File: src/rtl/lstm_pkg.sv
// Shared constants for the LSTM training blocks: Q8.24 word format, gate
// indices, default learning rate and the weight-update sequencer state type.
package lstm_pkg;
   localparam int WIDTH = 32;
   localparam int FRAC  = 24;

   localparam int GATE_A = 0;
   localparam int GATE_I = 1;
   localparam int GATE_F = 2;
   localparam int GATE_O = 3;

   localparam logic [WIDTH-1:0] LR_DEFAULT = 32'hFFE66667;

   typedef enum logic [2:0] {
      S_IDLE,
      S_RD,
      S_UPD,
      S_WR,
      S_DONE,
      S_ABT
   } state_e;
endpackage

File: src/rtl/sgd_update_seq_sat_mac.sv
// Combinational SGD step: optional gradient clamp, lr*grad in full precision,
// floor shift back to Q format, then saturating accumulate onto the weight.
module sat_mac
   import lstm_pkg::*;
#(
   parameter int W = WIDTH,
   parameter int F = FRAC
) (
   input  logic [W-1:0] i_w,
   input  logic [W-1:0] i_grad,
   input  logic [W-1:0] i_lr,
   input  logic         i_clip_en,
   input  logic [W-1:0] i_clip,
   output logic [W-1:0] o_w,
   output logic         o_sat
);
   localparam logic signed [W-1:0]   MAXV = {1'b0, {(W-1){1'b1}}};
   localparam logic signed [W-1:0]   MINV = {1'b1, {(W-1){1'b0}}};
   localparam logic signed [2*W-1:0] PMAX = (2*W)'(MAXV);
   localparam logic signed [2*W-1:0] PMIN = (2*W)'(MINV);

   logic signed [W-1:0]   clip_s, nclip_s, gc, p_sat;
   logic signed [2*W-1:0] lr_x, gc_x, prod, shr;
   logic signed [W:0]     sum;
   logic                  p_ovf, s_ovf;

   always_comb begin
      clip_s  = signed'(i_clip);
      nclip_s = -clip_s;
      gc      = signed'(i_grad);
      if (i_clip_en) begin
         if (gc > clip_s)       gc = clip_s;
         else if (gc < nclip_s) gc = nclip_s;
      end
      lr_x  = (2*W)'(signed'(i_lr));
      gc_x  = (2*W)'(gc);
      prod  = lr_x * gc_x;
      // >>> on a signed value rounds toward minus infinity, which is the floor we want
      shr   = prod >>> F;
      p_ovf = (shr > PMAX) || (shr < PMIN);
      p_sat = p_ovf ? (shr[2*W-1] ? MINV : MAXV) : shr[W-1:0];
      sum   = (W+1)'(signed'(i_w)) + (W+1)'(p_sat);
      s_ovf = sum[W] != sum[W-1];
      o_w   = s_ovf ? (sum[W] ? MINV : MAXV) : sum[W-1:0];
      o_sat = p_ovf | s_ovf;
   end
endmodule

File: src/rtl/sgd_update_seq.sv
// Sweeps every LSTM weight/bias entry once: read, update through sat_mac,
// write back, three cycles per entry; abortable and counts saturations.
module sgd_update_seq
   import lstm_pkg::*;
#(
   parameter  int WIDTH    = lstm_pkg::WIDTH,
   parameter  int FRAC     = lstm_pkg::FRAC,
   parameter  int NUM      = 45,
   parameter  int NUM_LSTM = 8,
   parameter  int CNT_W    = 16,
   localparam int ROW      = NUM + NUM_LSTM + 1,
   localparam int N        = 4 * NUM_LSTM * ROW,
   localparam int ADDR_W   = $clog2(N)
) (
   input  logic              clk,
   input  logic              rst,
   input  logic              start,
   input  logic              abort,
   input  logic [WIDTH-1:0]  i_lr,
   input  logic              i_clip_en,
   input  logic [WIDTH-1:0]  i_clip,
   output logic [ADDR_W-1:0] o_addr,
   output logic              o_rd_en,
   input  logic [WIDTH-1:0]  i_w,
   input  logic [WIDTH-1:0]  i_grad,
   output logic              o_wr_en,
   output logic [WIDTH-1:0]  o_wr_data,
   output logic              o_busy,
   output logic              o_done,
   output logic              o_aborted,
   output logic [CNT_W-1:0]  o_sat_cnt
);
   localparam logic [ADDR_W-1:0] LAST = ADDR_W'(N - 1);

   state_e            state_q, state_d;
   logic [ADDR_W-1:0] addr_q, addr_d;
   logic [WIDTH-1:0]  wr_data_q, wr_data_d;
   logic [CNT_W-1:0]  sat_cnt_q, sat_cnt_d;
   logic [WIDTH-1:0]  mac_w;
   logic              mac_sat;

   sat_mac #(.W(WIDTH), .F(FRAC)) u_mac (
      .i_w       (i_w),
      .i_grad    (i_grad),
      .i_lr      (i_lr),
      .i_clip_en (i_clip_en),
      .i_clip    (i_clip),
      .o_w       (mac_w),
      .o_sat     (mac_sat)
   );

   always_ff @(posedge clk or negedge rst) begin
      if (!rst) begin
         state_q   <= S_IDLE;
         addr_q    <= '0;
         wr_data_q <= '0;
         sat_cnt_q <= '0;
      end else begin
         state_q   <= state_d;
         addr_q    <= addr_d;
         wr_data_q <= wr_data_d;
         sat_cnt_q <= sat_cnt_d;
      end
   end

   always_comb begin
      state_d = state_q;
      case (state_q)
         S_IDLE:  if (start && !abort) state_d = S_RD;
         S_RD:    state_d = S_UPD;
         S_UPD:   state_d = S_WR;
         S_WR:    state_d = (addr_q == LAST) ? S_DONE : S_RD;
         S_DONE:  state_d = S_IDLE;
         S_ABT:   state_d = S_IDLE;
         default: state_d = S_IDLE;
      endcase
      if (abort && (state_q inside {S_RD, S_UPD, S_WR, S_DONE})) state_d = S_ABT;

      addr_d    = addr_q;
      wr_data_d = wr_data_q;
      sat_cnt_d = sat_cnt_q;
      if (state_q == S_IDLE && start && !abort) sat_cnt_d = '0;
      // An entry aborted before its write does not contribute a saturation
      if (state_q == S_UPD && !abort) begin
         wr_data_d = mac_w;
         if (mac_sat && sat_cnt_q != '1) sat_cnt_d = sat_cnt_q + CNT_W'(1);
      end
      if (state_q == S_WR && state_d == S_RD) addr_d = addr_q + ADDR_W'(1);
      if (state_d inside {S_IDLE, S_ABT}) addr_d = '0;
   end

   always_comb begin
      o_rd_en   = 1'b0;
      o_wr_en   = 1'b0;
      o_busy    = 1'b0;
      o_done    = 1'b0;
      o_aborted = 1'b0;
      case (state_q)
         S_RD:    begin o_rd_en = 1'b1; o_busy = 1'b1; end
         S_UPD:   o_busy = 1'b1;
         S_WR:    begin o_wr_en = 1'b1; o_busy = 1'b1; end
         S_DONE:  begin o_done = 1'b1; o_busy = 1'b1; end
         S_ABT:   o_aborted = 1'b1;
         default: ;
      endcase
   end

   assign o_addr    = addr_q;
   assign o_wr_data = wr_data_q;
   assign o_sat_cnt = sat_cnt_q;
endmodule

File: config.mk
export PLATFORM = sky130hd
export DESIGN_NAME = sgd_update_seq
export DESIGN_NICKNAME = d
export VERILOG_FILES = /design/src/rtl/lstm_pkg.sv /design/src/rtl/sgd_update_seq_sat_mac.sv /design/src/rtl/sgd_update_seq.sv
export SDC_FILE = /design/constraint.sdc
export NUM_CORES = 2
export LEC_CHECK = 0
export CAP_MARGIN = 25
export CELL_PAD_IN_SITES_DETAIL_PLACEMENT = 1
export CELL_PAD_IN_SITES_GLOBAL_PLACEMENT = 1
export CORE_MARGIN = 8
export CORE_UTILIZATION = 32
export DETAILED_ROUTE_END_ITERATION = 8
export PLACE_DENSITY_LB_ADDON = 0.1
export SETUP_SLACK_MARGIN = 0.15
export SYNTH_ARGS = -nofsm -noshare
export SYNTH_HDL_FRONTEND = slang
export SYNTH_SLANG_ARGS = --single-unit
File: constraint.sdc
create_clock -name clk -period 2.8 [get_ports clk]
set_input_delay 0.28 -clock clk [delete_from_list [all_inputs] [get_ports clk]]
set_output_delay 0.28 -clock clk [all_outputs]
set_load 0.02 [all_outputs]
After elaboration in Yosys (flattened, before gate mapping)

Index checks and enable logic that the tools add are counted.

Bits in writable memories: 0
Output and inout bits: 64
Memories: 0
Word-level logic and storage cells: 60
Register bits: 62
Memory bits (read-only): 0
Latch bits: 0

Eq/ne operators: 10
Bitwise logic cells: 1
Add/subtract/negate cells: 4
Reduce and logical (&&, ||, !) cells: 15
$mul: 1
Order comparisons: 4
Shifts and indexed selects: 0
Div/mod/pow operators: 0
Mux-type cells: 21

Operator list:

| operator                                                      | number |
|---|---|
| 2-to-1 mux 32 bit                                             | 7 |
| multiplier 32 x 32 -> 64 bit                                  | 1 |
| 2-to-1 mux 16 bit                                             | 3 |
| > comparator 40 x 32 -> 1 bit (second input constant)         | 1 |
| less-than comparator 40 x 32 -> 1 bit (second input constant) | 1 |
| adder 32 x 32 -> 33 bit                                       | 1 |
| > comparator 32 bit                                           | 1 |
| less-than comparator 32 bit                                   | 1 |
| negator 32 bit                                                | 1 |
| 2-to-1 mux 11 bit                                             | 2 |
| adder 16 x 1 -> 16 bit (second input constant)                | 1 |
| inequality test 16 bit (second input constant)                | 1 |
| one-hot mux 3 bit (4 select lines)                            | 1 |
| adder 11 x 1 -> 11 bit (second input constant)                | 1 |
| == test 11 bit (second input constant)                        | 1 |
| == test 3 bit (second input constant)                         | 3 |
| 2-to-1 mux 3 bit                                              | 3 |
| logical AND 1 bit                                             | 7 |
| == test 3 x 1 -> 1 bit (second input constant)                | 2 |
| == test 3 x 2 -> 1 bit (second input constant)                | 2 |
| logical NOT 3 bit                                             | 2 |
| 2-to-1 mux 1 bit                                              | 5 |
| nonzero test 2 bit                                            | 2 |
| nonzero test 4 bit                                            | 1 |
| other kinds (5)                                               | 5 |

Depth between registers and ports, before layout

Word-level depth: 15
Gate-level depth with buffers: 78
Gate-level depth less buffers: 73

Hierarchy

A second synthesis with hierarchy kept.

Cell total of the unflattened synthesis: 4899
Area, all modules: 43960.9 sq um

Modules (own cells, without submodules):

| module         | times used | cells each | area an instance (sq um) | sequential area each (sq um) |
|---|---|---|---|---|
| sat_mac        | 1          | 4584       | 41031.9                  | 0.0 |
| sgd_update_seq | 1          | 315        | 2929.1                   | 1551.5 |

Worst setup path after synthesis

OpenSTA, ideal clock, no wires.

Path type: input -> register
From: input i_clip[2]
To: register sat_cnt_q[0], in the netlist o_sat_cnt[0]
Path slack: -15.036 ns
Stages: 73
Data arrival time: 17.755 ns
Path buffers: 5
Required time: 2.720 ns
Cell sequence: nor2_1 > nand4_1 > nor3_1 > nand2_1 > or3_1 > or4_1 > clkbuf_1 > nand3b_1 > nor3_1 > xnor2_1 > ha_1 > o211ai_1 > nor3_1 > a221oi_1 > and2b_1 > a31oi_4 > inv_1 > nand3_1 > [37 not listed] > a211o_1 > a2111oi_0 > o31ai_1 > nand2_1 > a211oi_1 > o21ba_2 > nand4_1 > a31oi_1 > o211ai_1 > mux2_2 > a32oi_1 > nand3b_1 > or4_1 > o211ai_2 > or2_1 > buf_4 > buf_6 > mux2i_1

Word-level cells in the longest chain between the ends: 15
Elaborated cells between the ends (all ways): 18
Those cells by class: add/sub: 2; mul: 1; order compare: 4; eq/ne: 1; mux: 7; bitwise: 1; reduce/logical: 2

RTL lines:

| item                                                                                          | RTL line                     | source |
|---|---|---|
| start: declaration                                                                            | sgd_update_seq.sv:21         | `input logic [WIDTH-1:0] i_clip,` |
| negator 32 bit                                                                                | sgd_update_seq_sat_mac.sv:29 | `nclip_s = -clip_s;` |
| less-than comparator 32 bit                                                                   | sgd_update_seq_sat_mac.sv:33 | `else if (gc < nclip_s) gc = nclip_s;` |
| 2-to-1 mux 32 bit                                                                             | sgd_update_seq_sat_mac.sv:33 |  |
| 2-to-1 mux 32 bit (*)                                                                         | sgd_update_seq_sat_mac.sv:32 | `if (gc > clip_s) gc = clip_s;` |
| 2-to-1 mux 32 bit (*)                                                                         | sgd_update_seq_sat_mac.sv:31 | `if (i_clip_en) begin` |
| multiplier 32 x 32 -> 64 bit (*)                                                              | sgd_update_seq_sat_mac.sv:37 | `prod = lr_x * gc_x;` |
| > comparator 40 x 32 -> 1 bit / less-than comparator 40 x 32 -> 1 bit (equally long branches) | sgd_update_seq_sat_mac.sv:40 | `p_ovf = (shr > PMAX) \|\| (shr < PMIN);` |
| logical OR 1 bit                                                                              | sgd_update_seq_sat_mac.sv:40 |  |
| 2-to-1 mux 32 bit                                                                             | sgd_update_seq_sat_mac.sv:41 | `p_sat = p_ovf ? (shr[2*W-1] ? MINV : MAXV) : shr[W-1:0];` |
| adder 32 x 32 -> 33 bit                                                                       | sgd_update_seq_sat_mac.sv:42 | `sum = (W+1)'(signed'(i_w)) + (W+1)'(p_sat);` |
| inequality test 1 bit                                                                         | sgd_update_seq_sat_mac.sv:43 | `s_ovf = sum[W] != sum[W-1];` |
| OR 1 bit (*)                                                                                  | sgd_update_seq_sat_mac.sv:45 | `o_sat = p_ovf \| s_ovf;` |
| logical AND 1 bit (*)                                                                         | sgd_update_seq.sv:86         | `if (mac_sat && sat_cnt_q != '1) sat_cnt_d = sat_cnt_q + CNT_W'(1);` |
| 2-to-1 mux 16 bit (*)                                                                         | sgd_update_seq.sv:86         |  |
| 2-to-1 mux 16 bit (*)                                                                         | sgd_update_seq.sv:84         | `if (state_q == S_UPD && !abort) begin` |
| named net sat_cnt_d[0]                                                                        | sgd_update_seq.sv:38         | `logic [CNT_W-1:0] sat_cnt_q, sat_cnt_d;` |
| end signal: assignment                                                                        | sgd_update_seq.sv:62         | `sat_cnt_q <= sat_cnt_d;` |
| end: declaration                                                                              | sgd_update_seq.sv:38         |  |

Mark *: on every way through the listed nets, which the timed path passes. The rest lies on a longest branch.
A chain may end at the register's enable or synchronous reset.

Worst setup path after layout

From: input i_clip[2]
To: register sat_cnt_q[1], in the netlist o_sat_cnt[1]

Same word-level chain as after synthesis.

==> metrics.sh <==
OUTCOME='complete, but fails checks'
ANTENNA_VIOLATIONS_BEFORE_REPAIR=3
MET3_LENGTH_MM=2.72
NUMCTSBUFFERS=9
CTS_ROOT_BUFFER='clkbuf_16'
REG2REG_SETUP_SLACK_NS=0.22
POST_SYNTH_INSTANCE_AREA_UM2=43700
SYNTH_FF_TYPE='dfrtp_1'
PLACEMENT_ROWS=135
FINAL_CELL_MIX='fa_1, inv_1, buf_4'
INITIAL_CELL_DENSITY_OF_THE_CORE_PCT=32.3
SYNTHCELLS=4903
DRT_PRE_ANTENNA_ITERS=5
GRT_PASS1_WL_MM=248
CRIT_PATH_FREQUENT_CELL='buf_4'
SLOWEST_DELAY_NS=0.61
POST_ROUTE_CELLS_DRIVE_ABOVE_1_SHARE_PCT=23.6
GRT_PASS1_VIAS=42700
POST-ROUTE-MIN-PERIOD_NS=17.09
DIE-AREA_UM2=149000
CTS_MAX_PATH_BUFFERS=2
CLOCK.FMAX_MHz=58.5
TIMING.CRITICAL_PATH.FROM='i_clip[2]'
METAL_1_WL_MM=66.5
CELL_WITH_THE_BIGGEST_INDIVIDUAL_DELAY_ON_THE_CRITICAL_PATH='fa_1'
ANT_NETS=0
MAX_CAP_VIOL_COUNT=0
LAYOUT_AREA_OVERHEAD_PCT=33.9
SETUP_WS_NS=-14.29
ROUTABILITYCONGESTION=0.846
SYNTH.DISTINCT_CELLS=83
ASYNC_RESET_FF_SHARE_PCT=100
LAYOUT.CELLS.MOST_COMMON='fa_1'
CTS.SINK_COUNT=62
COUNT_OF_STATE_ELEMENTS_AFTER_SYNTHESIS=62
FILLERS=15500
CTS_TREE='done'
GRT_OVERFLOW=0
REGTOREGSTARTPOINT='o_sat_cnt[0]$_DFF_PN0_'
DETAIL_ROUTE.DRC_VIOLATIONS=0
DPL_WORST_SLACK_NS=-15.06
PLACE.PORT_BUFFERS=196
DETAILROUTE.WIRELENGTH.MET2_MM=84.4
REG2REG_TO='o_sat_cnt[5]$_DFF_PN0_'
FINAL_MIN_PERIOD_OVER_CLOCK_PERIOD_PCT=610
SETUP_REPAIR_AFTER_GLOBAL_ROUTING_MISSED_ITS_MARGIN='yes'
TOP_LAYER='met4'
CRIT_PATH_REQUIRED_TIME_NS=3.06
PIN_COUNT_OF_THE_BIGGEST_NET_ENTERING_GLOBAL_ROUTING=37
CRITPATHMAXFANOUT=8
CLK_TRANSITION_REPORTED_PATHS_NS=0.05
DRTITER0DRC=1286
FINAL_CORE_UTILIZATION_PCT=43.2
SYNTH.NET_COUNT=6396
REPORT.FINAL.HOLD_VIOL_COUNT=0
WORST_EP_ARRIVAL_TIME_NS=17.35
DRV_SLEW=0
CHIPHEIGHT_UM=386
SETUP.WORST_PATH.CLASS='primary input to register'
TOP_LEVEL_PORTS=197
DIODES=0
FINAL_NET_COUNT=7368
ROUTED_WIRE_LENGTH_PER_INSTANCE_UM=20.6
WORST_CLOCK_SKEW_NS=0.00696
DP_CELLS=7439
SYNTH_ENABLE_FLOP_CELLS=0
SETUP_VIOL=48
VIAS=36500
CORE_AREA_UM2=135000
R2R.WORST_PATH.CELLS=10
DETAIL_ROUTE.WIRELENGTH_MM=158
HOLDBUFCOUNTCTS=0
POST_DRT_VIA_CELL_RATIO=4.76
CP-ENDPOINT='o_sat_cnt[1]$_DFF_PN0_'
TIMING.CRITICAL_PATH.MAX_DELAY_FAMILY='adder cells'
TIMING.CRITICAL_PATH.FROM_TYPE='primary input'
CLKLATENCYLATEPIN_NS=0.34
WORST_PIN_SLEW_NS=0.825
FAILED_CHECKS='setup timing'
WIDTH_OF_THE_DIE_UM=386
HPWL_MM=134
YOSYSSEQAREASHARE_PCT=3.55
AVGSYNTHCELLAREA_UM2=8.92
NUMBER_OF_STAGES_ON_THE_WORST_SETUP_PATH=80
GLOBALROUTETOTALUTIL_PCT=21.4
FINAL-INSTANCE-COUNT-EXCL-FILL=7661
YOSYS_WARNINGS=0
SLEW-LIMIT-HEADROOM_PCT=43.6
H-TREE-DEPTH=3
TIMING.CRITICAL_PATH.TO_TYPE='register'
CRIT_BUF_INV=29
HOLD_PATH.CLASS='primary input to async pin'
-- synth_stat cells, types with 24 or more instances --
library cell / number / share of area, %
a211oi_1: 26 / 0.45
a21o_1: 58 / 1.0
a21oi_1: 157 / 1.8
and2_1: 457 / 6.5
clkbuf_1: 250 / 2.1
dfrtp_1: 62 / 3.5
fa_1: 1082 / 50
ha_1: 278 / 8.0
inv_1: 1025 / 8.8
nand2_1: 625 / 5.4
nand2b_1: 24 / 0.34
nand3_1: 30 / 0.34
nand4_1: 44 / 0.63
nor2_1: 143 / 1.2
nor2b_1: 76 / 1.1
nor3_1: 45 / 0.52
o21ai_0: 146 / 1.7
xnor2_1: 88 / 1.8
xor2_1: 30 / 0.60
-- registers in the layout, summed over array words and instances (netlist names) --
register   cells
o_sat_cnt     16
o_wr_data     32
state_q        3
o_addr        11
-- timing repair --
item,in CTS,in global routing
pin swaps,131,106
endpoints found under the hold margin,0,0
setup buffers,119,73
endpoints found under the setup margin,48,48
cloned,8,6
resized for setup,241,177
-- routing by layer --
| metal | up-vias | global-route usage [%] |
|---|---|---|
| met2 | 413 | 40.8 |
| met3 | 166 | 0.850 |
| met4 | 0 | 4.33 |
| met1 | 19200 | 26.7 |
| li1 | 16700 | - |
| met5 | - | 0 |
-- stage by stage --
step / hold slack, ns / setup TNS [ns] / area, um2
floorplan: -0.0156 / -623.81 / 44300
CTS: 0.0184 / -650.52 / 57100
detailed placement: 0.390 / -704.84 / 54800
finish: 0.00914 / -666.20 / 58500
global placement: 0.386 / -693.35 / 54800
global route: 0.0572 / -693.91 / 58500
-- final cells by class --
class	count	area, um2	share of cell area [%]
tap	1781	2230	3.81
clock buffer	12	246	0.421
inverter	1025	3850	6.58
multi-input combinational	3561	39100	66.8
sequential	62	1550	2.65
clock inverter	4	22.5	0.0385
timing repair buffer	1216	11500	19.7
-- kinds of logic after synthesis --
family,count (synthesis),share of synthesized area [%]
AND/OR/NAND/NOR,1544,17.6
adder cells (fa/ha/maj),1360,57.5
buffers and inverters,1281,11.0
AO/OA/AOI/OAI,526,7.63
XOR/XNOR,118,2.36
flip-flops,62,3.55
multiplexers,12,0.281
-- how the worst min path moves through the flow --
stage | cells past startpoint | slack, ns | endpoint
floorplan | 0 | -0.02 | o_addr[0]$_DFFE_PN0P_
global placement | 1 | 0.39 | o_addr[10]$_DFFE_PN0P_
detailed placement | 1 | 0.39 | o_addr[9]$_DFFE_PN0P_
CTS | 1 | 0.02 | o_addr[9]$_DFFE_PN0P_
global route | 1 | 0.06 | o_addr[9]$_DFFE_PN0P_
finish | 1 | 0.009 | o_addr[10]$_DFFE_PN0P_
Power is left out: the tool's default activity adds up to more than one toggle a clock period on the data nets, which glitch-free logic cannot reach.
